`src/rtl/imm_pkg.sv`:
```
// Shared types and RISC-V opcode constants for the immediate decode stage.
package imm_pkg;

    typedef enum logic [2:0] {
        IMM_NONE  = 3'd0,
        IMM_I     = 3'd1,
        IMM_S     = 3'd2,
        IMM_B     = 3'd3,
        IMM_U     = 3'd4,
        IMM_J     = 3'd5,
        IMM_SHAMT = 3'd6,
        IMM_CSR_Z = 3'd7
    } imm_type_e;

    typedef enum logic [1:0] {
        ST_EMPTY = 2'd0,
        ST_ONE   = 2'd1,
        ST_TWO   = 2'd2
    } occ_state_e;

    localparam logic [6:0] OPC_LOAD      = 7'b0000011;
    localparam logic [6:0] OPC_MISC_MEM  = 7'b0001111;
    localparam logic [6:0] OPC_OP_IMM    = 7'b0010011;
    localparam logic [6:0] OPC_AUIPC     = 7'b0010111;
    localparam logic [6:0] OPC_OP_IMM_32 = 7'b0011011;
    localparam logic [6:0] OPC_STORE     = 7'b0100011;
    localparam logic [6:0] OPC_OP        = 7'b0110011;
    localparam logic [6:0] OPC_LUI       = 7'b0110111;
    localparam logic [6:0] OPC_OP_32     = 7'b0111011;
    localparam logic [6:0] OPC_BRANCH    = 7'b1100011;
    localparam logic [6:0] OPC_JALR      = 7'b1100111;
    localparam logic [6:0] OPC_JAL       = 7'b1101111;
    localparam logic [6:0] OPC_SYSTEM    = 7'b1110011;

endpackage

```
`src/rtl/imm_decode_stage_if.sv`:
```
// Valid/ready bus of the immediate decode stage: instruction in, decoded beat out.
interface imm_decode_stage_if #(parameter int XLEN = 32);
    import imm_pkg::*;

    logic            flush;
    logic            in_valid;
    logic            in_ready;
    logic [31:0]     in_instr;
    logic [XLEN-1:0] in_pc;
    logic            out_valid;
    logic            out_ready;
    logic [31:0]     out_instr;
    logic [XLEN-1:0] out_pc;
    logic [XLEN-1:0] out_imm;
    imm_type_e       out_imm_type;
    logic            out_illegal;

    modport master (
        output flush, in_valid, in_instr, in_pc, out_ready,
        input  in_ready, out_valid, out_instr, out_pc, out_imm, out_imm_type, out_illegal
    );

    modport slave (
        input  flush, in_valid, in_instr, in_pc, out_ready,
        output in_ready, out_valid, out_instr, out_pc, out_imm, out_imm_type, out_illegal
    );

endinterface

```
`src/rtl/imm_decode.sv`:
```
// Combinational RISC-V immediate extractor: class code, XLEN-wide immediate, illegal flag.
module imm_decode
    import imm_pkg::*;
#(
    parameter int XLEN        = 32,
    parameter bit EN_CSR_ZIMM = 1'b1
) (
    input  logic [31:0]     instr,
    output logic [XLEN-1:0] imm,
    output imm_type_e       imm_type,
    output logic            illegal
);

    logic [6:0]  opcode;
    logic [2:0]  funct3;
    logic [31:0] imm_i, imm_s, imm_b, imm_u, imm_j;
    logic [31:0] shamt_w, shamt_x, zimm;

    assign opcode  = instr[6:0];
    assign funct3  = instr[14:12];
    assign imm_i   = {{20{instr[31]}}, instr[31:20]};
    assign imm_s   = {{20{instr[31]}}, instr[31:25], instr[11:7]};
    assign imm_b   = {{19{instr[31]}}, instr[31], instr[7], instr[30:25], instr[11:8], 1'b0};
    assign imm_u   = {instr[31:12], 12'b0};
    assign imm_j   = {{11{instr[31]}}, instr[31], instr[19:12], instr[20], instr[30:21], 1'b0};
    assign shamt_w = {27'b0, instr[24:20]};
    assign shamt_x = (XLEN == 64) ? {26'b0, instr[25:20]} : shamt_w;
    assign zimm    = {27'b0, instr[19:15]};

    function automatic logic [XLEN-1:0] sext(input logic [31:0] v);
        return XLEN'($signed(v));
    endfunction

    function automatic logic [XLEN-1:0] zext(input logic [31:0] v);
        return XLEN'(v);
    endfunction

    // Any opcode not listed, including instr[1:0] != 2'b11, falls to default.
    always_comb begin
        imm      = '0;
        imm_type = IMM_NONE;
        illegal  = 1'b0;
        case (opcode)
            OPC_LOAD, OPC_JALR: begin
                imm_type = IMM_I;
                imm      = sext(imm_i);
            end
            OPC_OP_IMM: begin
                if (funct3 == 3'b001 || funct3 == 3'b101) begin
                    imm_type = IMM_SHAMT;
                    imm      = zext(shamt_x);
                end else begin
                    imm_type = IMM_I;
                    imm      = sext(imm_i);
                end
            end
            OPC_OP_IMM_32: begin
                if (XLEN == 64) begin
                    if (funct3 == 3'b001 || funct3 == 3'b101) begin
                        imm_type = IMM_SHAMT;
                        imm      = zext(shamt_w);
                    end else begin
                        imm_type = IMM_I;
                        imm      = sext(imm_i);
                    end
                end else begin
                    illegal = 1'b1;
                end
            end
            OPC_STORE: begin
                imm_type = IMM_S;
                imm      = sext(imm_s);
            end
            OPC_BRANCH: begin
                imm_type = IMM_B;
                imm      = sext(imm_b);
            end
            OPC_LUI, OPC_AUIPC: begin
                imm_type = IMM_U;
                imm      = sext(imm_u);
            end
            OPC_JAL: begin
                imm_type = IMM_J;
                imm      = sext(imm_j);
            end
            OPC_SYSTEM: begin
                if (EN_CSR_ZIMM && funct3[2]) begin
                    imm_type = IMM_CSR_Z;
                    imm      = zext(zimm);
                end
            end
            OPC_OP, OPC_MISC_MEM: begin
                imm_type = IMM_NONE;
            end
            OPC_OP_32: begin
                illegal = (XLEN != 64);
            end
            default: begin
                illegal = 1'b1;
            end
        endcase
    end

endmodule

```
`src/rtl/imm_decode_stage.sv`:
```
// Immediate decode pipeline stage: decode at input, two-entry main/skid buffer on output.
module imm_decode_stage
    import imm_pkg::*;
#(
    parameter int XLEN        = 32,
    parameter bit EN_CSR_ZIMM = 1'b1
) (
    input logic                clk,
    input logic                rst,
    imm_decode_stage_if.slave  bus
);

    occ_state_e      state;
    logic [XLEN-1:0] dec_imm;
    imm_type_e       dec_type;
    logic            dec_illegal;
    logic            accept;
    logic            emit;

    logic [31:0]     m_instr, s_instr;
    logic [XLEN-1:0] m_pc, s_pc, m_imm, s_imm;
    imm_type_e       m_type, s_type;
    logic            m_illegal, s_illegal;

    imm_decode #(
        .XLEN        (XLEN),
        .EN_CSR_ZIMM (EN_CSR_ZIMM)
    ) u_decode (
        .instr    (bus.in_instr),
        .imm      (dec_imm),
        .imm_type (dec_type),
        .illegal  (dec_illegal)
    );

    assign bus.in_ready     = (state != ST_TWO);
    assign bus.out_valid    = (state != ST_EMPTY);
    assign accept           = bus.in_valid & bus.in_ready;
    assign emit             = bus.out_valid & bus.out_ready;
    assign bus.out_instr    = m_instr;
    assign bus.out_pc       = m_pc;
    assign bus.out_imm      = m_imm;
    assign bus.out_imm_type = m_type;
    assign bus.out_illegal  = m_illegal;

    // M always holds the oldest beat; S only fills while M is stalled downstream.
    always_ff @(posedge clk) begin
        if (rst) begin
            state     <= ST_EMPTY;
            m_instr   <= '0;
            m_pc      <= '0;
            m_imm     <= '0;
            m_type    <= IMM_NONE;
            m_illegal <= 1'b0;
            s_instr   <= '0;
            s_pc      <= '0;
            s_imm     <= '0;
            s_type    <= IMM_NONE;
            s_illegal <= 1'b0;
        end else if (bus.flush) begin
            state <= ST_EMPTY;
        end else begin
            case (state)
                ST_EMPTY: begin
                    if (accept) begin
                        m_instr   <= bus.in_instr;
                        m_pc      <= bus.in_pc;
                        m_imm     <= dec_imm;
                        m_type    <= dec_type;
                        m_illegal <= dec_illegal;
                        state     <= ST_ONE;
                    end
                end
                ST_ONE: begin
                    if (accept && !emit) begin
                        s_instr   <= bus.in_instr;
                        s_pc      <= bus.in_pc;
                        s_imm     <= dec_imm;
                        s_type    <= dec_type;
                        s_illegal <= dec_illegal;
                        state     <= ST_TWO;
                    end else if (accept && emit) begin
                        m_instr   <= bus.in_instr;
                        m_pc      <= bus.in_pc;
                        m_imm     <= dec_imm;
                        m_type    <= dec_type;
                        m_illegal <= dec_illegal;
                    end else if (emit) begin
                        state <= ST_EMPTY;
                    end
                end
                ST_TWO: begin
                    if (emit) begin
                        m_instr   <= s_instr;
                        m_pc      <= s_pc;
                        m_imm     <= s_imm;
                        m_type    <= s_type;
                        m_illegal <= s_illegal;
                        state     <= ST_ONE;
                    end
                end
                default: state <= ST_EMPTY;
            endcase
        end
    end

endmodule
```
`src/flat_wrapper.sv`:
```
// flat-port wrapper written by rule: the top's interface ports become plain ports
module imm_decode_stage_flat import imm_pkg::*;
#(
    parameter int XLEN        = 32,
    parameter bit EN_CSR_ZIMM = 1'b1
)
  (clk, rst, bus_flush, bus_in_valid, bus_in_instr, bus_in_pc, bus_out_ready, bus_in_ready, bus_out_valid, bus_out_instr, bus_out_pc, bus_out_imm, bus_out_imm_type, bus_out_illegal);
  imm_decode_stage_if #(.XLEN(XLEN)) bus_i ();
  input logic clk;
  input logic rst;
  input wire logic [$bits(bus_i.flush)-1:0] bus_flush;
  input wire logic [$bits(bus_i.in_valid)-1:0] bus_in_valid;
  input wire logic [$bits(bus_i.in_instr)-1:0] bus_in_instr;
  input wire logic [$bits(bus_i.in_pc)-1:0] bus_in_pc;
  input wire logic [$bits(bus_i.out_ready)-1:0] bus_out_ready;
  output wire logic [$bits(bus_i.in_ready)-1:0] bus_in_ready;
  output wire logic [$bits(bus_i.out_valid)-1:0] bus_out_valid;
  output wire logic [$bits(bus_i.out_instr)-1:0] bus_out_instr;
  output wire logic [$bits(bus_i.out_pc)-1:0] bus_out_pc;
  output wire logic [$bits(bus_i.out_imm)-1:0] bus_out_imm;
  output wire logic [$bits(bus_i.out_imm_type)-1:0] bus_out_imm_type;
  output wire logic [$bits(bus_i.out_illegal)-1:0] bus_out_illegal;
  assign bus_i.flush = bus_flush;
  assign bus_i.in_valid = bus_in_valid;
  assign bus_i.in_instr = bus_in_instr;
  assign bus_i.in_pc = bus_in_pc;
  assign bus_i.out_ready = bus_out_ready;
  assign bus_in_ready = bus_i.in_ready;
  assign bus_out_valid = bus_i.out_valid;
  assign bus_out_instr = bus_i.out_instr;
  assign bus_out_pc = bus_i.out_pc;
  assign bus_out_imm = bus_i.out_imm;
  assign bus_out_imm_type = bus_i.out_imm_type;
  assign bus_out_illegal = bus_i.out_illegal;
  imm_decode_stage #(.XLEN(XLEN), .EN_CSR_ZIMM(EN_CSR_ZIMM)) u_core (.clk(clk), .rst(rst), .bus(bus_i));
endmodule
```
`config.mk`:
```
export PLATFORM = sky130hd
export DESIGN_NAME = imm_decode_stage_flat
export DESIGN_NICKNAME = d
export VERILOG_FILES = /design/src/rtl/imm_pkg.sv /design/src/rtl/imm_decode_stage_if.sv /design/src/rtl/imm_decode.sv /design/src/rtl/imm_decode_stage.sv /design/src/flat_wrapper.sv
export SDC_FILE = /design/constraint.sdc
export NUM_CORES = 1
export LEC_CHECK = 0
export CAP_MARGIN = 20
export CORE_MARGIN = 5
export CORE_UTILIZATION = 45
export DETAILED_ROUTE_END_ITERATION = 8
export PLACE_DENSITY_LB_ADDON = 0.1
export SLEW_MARGIN = 10
export SYNTH_ARGS = -nofsm -noshare
export SYNTH_HDL_FRONTEND = slang
export SYNTH_HIERARCHICAL = 1
export SYNTH_SLANG_ARGS = --single-unit
```
`constraint.sdc`:
```
create_clock -name clk -period 1.77 [get_ports clk]
set_input_delay 0.2655 -clock clk [delete_from_list [all_inputs] [get_ports clk]]
set_output_delay 0.2655 -clock clk [all_outputs]
set_load 0.01 [all_outputs]
```
Word level (Yosys, flattened, before mapping)
Cells that the tools add are included.
- register bits after elaboration: 202
- input bits: 69
- eq/ne operators: 22
- mux-type cells: 38
- bitwise operators: 3
- reductions and logical operators: 14
- operators by type and width (kind ; number):
    2-to-1 mux 32 bit ; 13
    one-hot mux 32 bit (3 select lines) ; 3
    one-hot mux 32 bit (7 select lines) ; 1
    equality test 7 bit (second input constant) ; 4
    equality test 7 x 6 -> 1 bit (second input constant) ; 3
    one-hot mux 3 bit (7 select lines) ; 1
    2-to-1 mux 3 bit ; 6
    equality test 7 x 5 -> 1 bit (second input constant) ; 2
    OR reduction 11 bit ; 1
    2-to-1 mux 2 bit ; 5
    one-hot mux 3 bit (3 select lines) ; 1
    equality test 7 x 2 -> 1 bit (second input constant) ; 1
    equality test 7 x 4 -> 1 bit (second input constant) ; 1
    inequality test 2 x 1 -> 1 bit (second input constant) ; 3
    one-hot mux 2 bit (3 select lines) ; 1
    AND reduction 6 bit ; 1
    OR reduction 2 bit ; 3
    2-to-1 mux 1 bit ; 5
    2-to-1 mux 5 bit ; 1
    inequality test 2 bit (second input constant) ; 2
    AND reduction 4 bit ; 1
    equality test 3 x 1 -> 1 bit (second input constant) ; 1
    equality test 3 bit (second input constant) ; 1
    inequality test 3 x 1 -> 1 bit (second input constant) ; 1
    13 further kinds ; 15

Longest topological paths before layout
Gate-level depths: netlist (run 1).
- depth in word-level cells: 7
- mapped depth: 8
- depth with buffers taken out: 6

Cells and area by module
The synthesis (run 1) kept the hierarchy.
- by module, submodules not included (module ; times used ; cells each ; area an instance (um^2) ; sequential area each (um^2)):
    imm_decode_stage ; 1 ; 939 ; 9350.2 ; 4043.9
    imm_decode ; 1 ; 110 ; 669.4 ; 0.0

Worst setup path after synthesis (run 1)
No wires, ideal clock.
- path kind: input-to-reg
- from: input bus_in_instr[6]
- to: register u_core.m_imm[10] (netlist: u_core/bus.out_imm[10])
- arrival: 1620 ps
- data required time: 1689 ps
- path slack: 69 ps
- stages on the path: 7
- path through: buf_6 or2_4 or3_1 a21oi_2 and2_1 mux2i_1 a211oi_2
- longest elaborated chain between the ends: 6
- elaborated cells on any way between the ends: 16
- those cells by class: eq/ne: 9; mux: 5; reduce/logical: 2
- RTL lines (element ; line ; RTL):
    start, declared ; flat_wrapper.sv:13 ; input wire logic [$bits(bus_i.in_instr)-1:0] bus_in_instr;
    equality test 7 x 6 -> 1 bit (tied with other cells) ; imm_decode.sv:43 ; case (opcode)
    OR reduction 2 bit ; imm_decode.sv:43 ;
    one-hot mux 32 bit (7 select lines) (*) ; imm_decode.sv:43 ;
    via u_core.dec_imm[10] ; imm_decode_stage.sv:14 ; logic [XLEN-1:0] dec_imm;
    2-to-1 mux 32 bit ; imm_decode_stage.sv:81 ; end else if (accept && emit) begin
    2-to-1 mux 32 bit ; imm_decode_stage.sv:74 ; if (accept && !emit) begin
    one-hot mux 32 bit (3 select lines) (*) ; imm_decode_stage.sv:62 ; case (state)
    end signal, assigned ; imm_decode_stage.sv:67 ; m_imm <= dec_imm;
    end signal, assigned ; imm_decode_stage.sv:84 ; m_imm <= dec_imm;
    end signal, assigned ; imm_decode_stage.sv:95 ; m_imm <= s_imm;
    end, declared ; imm_decode_stage.sv:21 ; logic [XLEN-1:0] m_pc, s_pc, m_imm, s_imm;
Mark *: on every way through the listed nets, which the timed path passes. The rest lies on a longest branch. The select of a mux whose other input is x is not followed.
A chain may end at the register's enable or synchronous reset.

Worst setup path in the final report (run 1)
- from: register u_core.m_imm[14] (netlist: u_core/bus.out_imm[14])
- to: output bus_out_imm[14]
- RTL lines (element ; line ; RTL):
    end, declared ; flat_wrapper.sv:20 ; output wire logic [$bits(bus_i.out_imm)-1:0] bus_out_imm;
No word-level cell between the ends.

==> summary.txt, run 1 <==
Run status
  – Status: finished, final reports clean

Yosys
  – #FFs+latches synth: 202
  – Most common library cells after synthesis: dfxtp_1, a21oi_1, a211oi_1, nand3_1, o21ai_0
  – Area contributors post-synth: dfxtp_1, a211oi_2, mux2i_1, a211oi_1, a21oi_1
  – Post-synthesis sequential area ratio: 40.4%
  – Distinct cells, synth: 49
  – Post-Synthesis Cells: 1,049
  – Mapped cell area: 10,000 µm²
  – Mapped Nets: 1,118
  – Top-area cell type share of the netlist area: 40.4%
  – Largest area contributor in the netlist: dfxtp_1
  – Most frequent cell after synthesis: dfxtp_1
  – Yosys Warn Count: 6
  – FFs w/ async S/R, synth: 0%
  – Number of synthesized flops with an enable pin: 0
  – Average size of a mapped cell: 9.55 µm²
  – Post-synth top flop: dfxtp_1

Clocking
  – TritonCTS buffer count: 23
  – Clock sinks: 202
  – H-tree levels: 1
  – CTS tree: done
  – Clock slew at reported path FFs: 0.06 ns
  – Worst-Skew Late Latency: 0.51 ns
  – Root Driver: clkbuf_16
  – Clk buf depth: 3

Min path
  – Hold Crit Class: in -> reg
  – Hold_sp: bus_in_instr[5]
  – WHS Endpoint: u_core/s_instr[5]
  – Hold Crit Depth: 3

Route
  – Vias post-DR: 9,169
  – DR DRC count: 0
  – Starting DRT DRC Count: 678
  – Top Metal Used: met4
  – Final ANT Viol Nets: 0
  – Wire length on met2: 14,800 µm
  – Routed wire length: 32,000 µm
  – M1 wire length: 14,000 µm
  – DR vias/cell: 6.04
  – TritonRoute pass-1 iters: 7
  – Avg WL per Cell: 21.1 µm
  – Routed wl met3: 2290 µm

Cells and area
  – Number of fillers in the final layout: 1,896
  – Final layout net count: 1,292
  – Reg area: 4050 µm²
  – Ant diodes: 0
  – Layout cells sized above 1: 22.4%
  – Area occupied by multi-input gates: 5360 µm²
  – Syn-to-layout area delta: 34.1%

Setup path
  – CP endpoint kind: output pin
  – Worst R2R Start: u_core/state[0]
  – Critical-path maximum fanout: 2
  – Crit path arrival time: 1.49 ns
  – CP peak stage delay: 0.57 ns
  – Delay-heaviest family, CP: buffers and inverters
  – Register-to-Register Path Depth: 6
  – Crit-path cells: clkdlybuf4s50_1
  – Setup crit start kind: flip-flop
  – Worst R2R Setup Slack: 0.16 ns
  – R2R Path End: u_core/bus.out_instr[18]
  – CP startpoint: u_core/bus.out_imm[14]
  – Req. time, crit path: 1.50 ns
  – Critical-path top delay cell: clkdlybuf4s50_1
  – Crit path buf inv count: 1
  – Setup Crit Path Kind: reg -> out

Floorplan
  – Core area: 21,900 µm²
  – Effective utilization at floorplan: 45.8%
  – Die Area: 25,300 µm²
  – Die H: 159 µm
  – Row count: 54
  – Total I/O pin count: 171
  – Chip Width: 159 µm

Placement
  – Dpl hpwl: 20,700 µm
  – I/O Buffers: 170
  – GPL Wtd Cong: 0.860

Global routing
  – Initial antenna violation count: 0
  – First-pass GRT wire length: 51,000 µm
  – Total gr overflow: 0
  – Total GRT Usage: 23.7%
  – Largest net degree at the start of global routing: 72
  – Vias in the first global route: 8,939

STA
  – Clock Skews: 0.0142 ns
  – Unrepaired setup endpoints after global routing: no
  – Rel. slew slack: 63.6%
  – Final hold vios: 0
  – Pins Over Slew Limit: 0
  – Max Clk Rate: 571 MHz
  – Tcrit/Tclk final: 99.0%
  – Min cycle time layout: 1.75 ns
  – Total Neg Setup Slack: 0 ns
  – Worst slew pin tran: 0.545 ns
  – Count of final setup violators: 0

Power
  – P per Cell Area: 878 nW/µm²
  – Final Power: 11.8 mW
  – Worst IR Drop VDD: 0.724 mV
  – Leak pwr: 5.33 nW

Job
  – MaxCap Viol Count: 0
kinds of logic (layout without fill, tap and decap cells):
family / after synthesis / after routing / share of synthesized area, %
flip-flops: 202 / 202 / 40.4
AND/OR/NAND/NOR: 162 / 162 / 8.68
multiplexers: 101 / 101 / 10.1
buffers and inverters: 136 / 325 / 7.38
AO/OA/AOI/OAI: 448 / 448 / 33.4
through the flow:
stage | instances | util, % | instance area [µm²] | setup slack, ns | hold slack, ns
final | 1518 | 61.4 | 13400 | 0.0179 | 0.125
after global routing | 1518 | 61.4 | 13400 | 0.00696 | 0.157
after CTS | 1517 | 60.9 | 13300 | 0.00190 | 0.267
after detailed placement | 1476 | 57.4 | 12600 | -0.553 | 0.465
after global placement | 1476 | 57.4 | 12600 | -0.522 | 0.459
after floorplan | 1049 | - | 10000 | 0.0691 | 0.345
state kept, by name, indices dropped and copies added, names as in the netlist:
register / count
u_core/s_pc: 32
u_core/bus.out_illegal: 1
u_core/bus.out_imm_type: 3
u_core/bus.out_imm: 32
u_core/s_imm: 32
u_core/s_instr: 32
u_core/s_illegal: 1
u_core/bus.out_instr: 32
u_core/s_type: 3
u_core/bus.out_pc: 32
u_core/state: 2
layout make-up:
class,instances,area share [%]
well taps,280,2.61
repair buffers,277,21.5
multi-input cells,711,39.9
clock buffers,34,5.11
flip-flops and latches,202,30.1
inverters,8,0.233
clock inverters,6,0.596
worst max path at each step:
stage,endpoint,slack [ns],cells past startpoint
after floorplan,u_core/bus.out_imm[10],0.07,7
after global routing,bus_out_instr[24],0.007,1
after detailed placement,u_core/bus.out_imm[7],-0.55,8
after CTS,bus_out_imm[12],0.002,1
final,bus_out_imm[14],0.02,1
after global placement,u_core/bus.out_imm[7],-0.52,8
cell usage in the layout (no fill, tap or decap), types with 3 or more instances in the layout:
cell type        count
dfxtp_1            198
clkdlybuf4s50_1    157
a21oi_1            114
nand3_1            103
o21ai_0            103
a211oi_1           101
a211oi_2           101
mux2i_1            100
buf_4               76
buf_12              29
clkbuf_16           23
nand2_1             16
a21o_1              10
clkbuf_8             8
dlymetal6s2s_1       7
nand2b_1             7
and2_1               7
inv_1                7
clkinv_2             5
clkbuf_1             4
dfxtp_2              4
a222oi_1             4
dlygate4sd2_1        3
nor2_1               3
layer usage:
layer | vias up | global-route usage [%]
met5 | - | 0
met4 | 0 | 6.40
met3 | 57 | 5.80
met2 | 292 | 37.1
met1 | 4507 | 32.8
li1 | 4313 | -
repair_timing:
item	CTS	global route
hold buffers	0	0
pin swaps	0	2
gates resized for setup	9	26
buffers inserted	1	0
setup endpoints to repair	11	54
cloned	0	1
where the power goes:
part	total (mW)	internal, mW	switching (mW)
sequential	4.89	4.76	0.131
combinational	2.04	0.982	1.06
clock	4.86	2.96	1.90
total	11.8	8.70	3.09
(Power assumes the default switching activity.)
==> run 2: changes to the inputs <==
--- a/config.mk
+++ b/config.mk
@@ -10,4 +10,5 @@
 export CORE_UTILIZATION = 45
 export DETAILED_ROUTE_END_ITERATION = 8
+export GPL_TIMING_DRIVEN = 0
 export PLACE_DENSITY_LB_ADDON = 0.1
 export SLEW_MARGIN = 10
==> constraint.sdc (replaced) <==
create_clock -name clk -period 1.77 [get_ports clk]
set_input_delay 0.2655 -clock clk [delete_from_list [all_inputs] [get_ports clk]]
set_output_delay 0.2655 -clock clk [all_outputs]
set_load 0.05 [all_outputs]
==> summary.txt, run 2 (synthesis gave the netlist of run 1 again) <==
STA
  – Final hold vios: 0 (unchanged)
  – Max Clk Rate: 561 MHz (-1.7%)
  – Unrepaired setup endpoints after global routing: yes
  – Tcrit/Tclk final: 101% (+1.7 points)
  – Rel. slew slack: 31.5% (-32 points)
  – Final setup margin: -0.0129 ns (-0.0308 ns)
  – Pins Over Slew Limit: 0 (unchanged)
  – Clock Skews: 0.0140 ns (-0.000203 ns)
  – Count of final setup violators: 1 (+1)
  – Worst slew pin tran: 1.03 ns (+0.482 ns)
  – Smallest hold slack: 0.128 ns (+0.00289 ns)
  – Min cycle time layout: 1.78 ns (+0.0308 ns)

Cells and area
  – Post-layout util: 58.8% (-2.6 points)
  – Ant diodes: 0 (unchanged)
  – Commonest non-fill, non-tap cell in the layout: dfxtp_1
  – Area occupied by multi-input gates: 5390 µm² (+0.61%)
  – Number of fillers in the final layout: 1,984 (+4.6%)
  – Final layout net count: 1,319 (+2.1%)
  – Syn-to-layout area delta: 28.4%
  – Most frequent cells in the layout: dfxtp_1, a21oi_1, dlygate4sd2_1
  – Reg area: 4050 µm² (unchanged)
  – Post-route insts no fill: 1,544 (+1.7%)
  – Layout cells sized above 1: 20.3% (-2.0 points)

Setup path
  – CP endpoint kind: output pin
  – Req. time, crit path: 1.50 ns (about the same)
  – Setup crit start kind: flip-flop
  – Crit-path cells: nand2b_2, buf_12, buf_12, buf_12
  – CP peak stage delay: 0.36 ns (-0.21 ns)
  – Worst R2R Setup Slack: 0.08 ns (-0.08 ns)
  – Critical-path top delay cell: dfxtp_4
  – R2R Path End: u_core/bus.out_imm[18]
  – Setup Crit Path Kind: reg -> out
  – Crit path arrival time: 1.52 ns (+0.03 ns)
  – Critical-path maximum fanout: 10 (+8)
  – Crit path buf inv count: 3 (+2)
  – Top cell by count, worst path: buf_12
  – Worst R2R Start: u_core/state[1]
  – Delay-heaviest family, CP: buffers and inverters
  – Register-to-Register Path Depth: 5 (-1)

Floorplan
  – Die H: 159 µm (unchanged)
  – Effective utilization at floorplan: 45.8% (unchanged)
  – Die Area: 25,300 µm² (unchanged)
  – Chip Width: 159 µm (unchanged)
  – Row count: 54 (unchanged)
  – Core area: 21,900 µm² (unchanged)
  – Total I/O pin count: 171 (unchanged)

Power
  – P per Cell Area: 911 nW/µm² (+3.8%)
  – Leak pwr: 5.45 nW (+2.3%)
  – Final Power: 11.7 mW (-0.61%)
  – Worst IR Drop VDD: 0.556 mV (-23%)

Clocking
  – Clk buf depth: 3 (unchanged)
  – H-tree levels: 1 (unchanged)
  – Post-CTS Hold Fix Bufs: 0 (unchanged)
  – Worst-Skew Late Latency: 0.51 ns (about the same)
  – Clock slew at reported path FFs: 0.06 ns (about the same)
  – TritonCTS buffer count: 23 (unchanged)
  – CTS tree: done
  – Root Driver: clkbuf_16
  – Clock sinks: 202 (unchanged)

Route
  – TritonRoute pass-1 iters: 6 (-1)
  – Vias post-DR: 9,257 (+0.96%)
  – DR DRC count: 0 (unchanged)
  – Final ANT Viol Nets: 0 (unchanged)
  – DR vias/cell: 6.00 (-0.74%)
  – Avg WL per Cell: 20.9 µm (-0.96%)
  – Starting DRT DRC Count: 892 (+32%)
  – Routed wire length: 32,200 µm (+0.73%)

Run status
  – Violated checks: setup timing
  – Status: finished, violations left

Global routing
  – Vias in the first global route: 8,950 (+0.12%)
  – Total GRT Usage: 23.8% (+0.11 points)
  – Largest net degree at the start of global routing: 13 (-82%)
  – Initial antenna violation count: 0 (unchanged)
  – First-pass GRT wire length: 50,500 µm (-1.2%)
  – Total gr overflow: 0 (unchanged)

Min path
  – WHS Endpoint: u_core/s_instr[1]
  – Hold Crit Depth: 3 (unchanged)
  – Hold Crit Class: in -> reg
  – Hold_sp: bus_in_instr[1]

Placement
  – GPL Wtd Cong: 0.826 (-4.0%)
  – Pre-CTS setup slack: -0.913 ns (-0.359 ns)
  – I/O Buffers: 169 (-0.59%)
  – # placed instances: 1,498 (+1.5%)
  – Dpl hpwl: 21,700 µm (+5.2%)

Job
  – MaxCap Viol Count: 0 (unchanged)
run 2: cell types whose count changed in the layout (fill, tap and decap cells not counted), moves of 5 or more:
cell,change
dlygate4sd2_1,+102
clkdlybuf4s50_1,-101
buf_4,-61
clkbuf_1,+47
buf_2,+42
buf_12,-26
buf_6,+19
buf_1,+10
clkbuf_8,-7
and2_1,-6
and2_4,+6
clkbuf_2,+5
run 2: worst max-delay path by stage:
stage / endpoint / slack (ns) / depth (start not counted) / start
floorplan: u_core/bus.out_imm[10] / 0.07 / 7 / bus_in_instr[6]
global placement: u_core/bus.out_imm[28] / -0.91 / 8 / bus_in_instr[12]
detailed placement: u_core/bus.out_imm[25] / -0.91 / 8 / bus_in_instr[5]
CTS: bus_in_ready / -0.11 / 5 / u_core/state[0]
global route: bus_in_ready / -0.05 / 4 / u_core/state[0]
finish: bus_in_ready / -0.01 / 4 / u_core/state[0]
run 2: power by group:
part / total, mW / internal, mW / switching (mW)
clock network: 4.44 / 2.58 / 1.86
registers: 4.87 / 4.76 / 0.115
logic: 2.40 / 0.764 / 1.64
run 2: layout make-up:
cell class	count	share of cell area, %
Buffer	127	5.85
Tap cell	280	2.72
Clock inverter	5	0.389
Timing Repair Buffer	177	12.6
Sequential cell	202	31.5
Clock buffer	34	4.87
Multi-Input combinational cell	711	41.9
Inverter	8	0.263
run 2: layer usage:
| metal | up-vias | share of wire, % | GRT usage [%] |
|---|---|---|---|
| li1 | 4384 | - | - |
| met1 | 4464 | 44 | 33.3 |
| met2 | 350 | 45 | 36.7 |
| met3 | 59 | 7.2 | 5.41 |
| met4 | 0 | 3.2 | 7.48 |
| met5 | - | 0 | 0 |
run 2: stage by stage:
stage / setup TNS (ns) / cell area (µm²)
floorplan: 0 / 10000
global placement: -144.29 / 12100
detailed placement: -144.06 / 12100
CTS: -0.110 / 12800
global route: -0.0644 / 12900
finish: -0.0129 / 12900
run 2: worst reg2reg max path, cell delays in order (launching register included):
cell	delay, ns
dfxtp_2	0.40
mux2_4	0.35
buf_4	0.22
buf_2	0.22
a211oi_1	0.29
a211oi_2	0.07
run 2: what timing repair did:
item / 4_1_cts / 5_1_grt
endpoints found under the setup margin: 302 / 33
setup buffers: 4 / 4
resized for setup: 157 / 29
pin swaps: 5 / 9
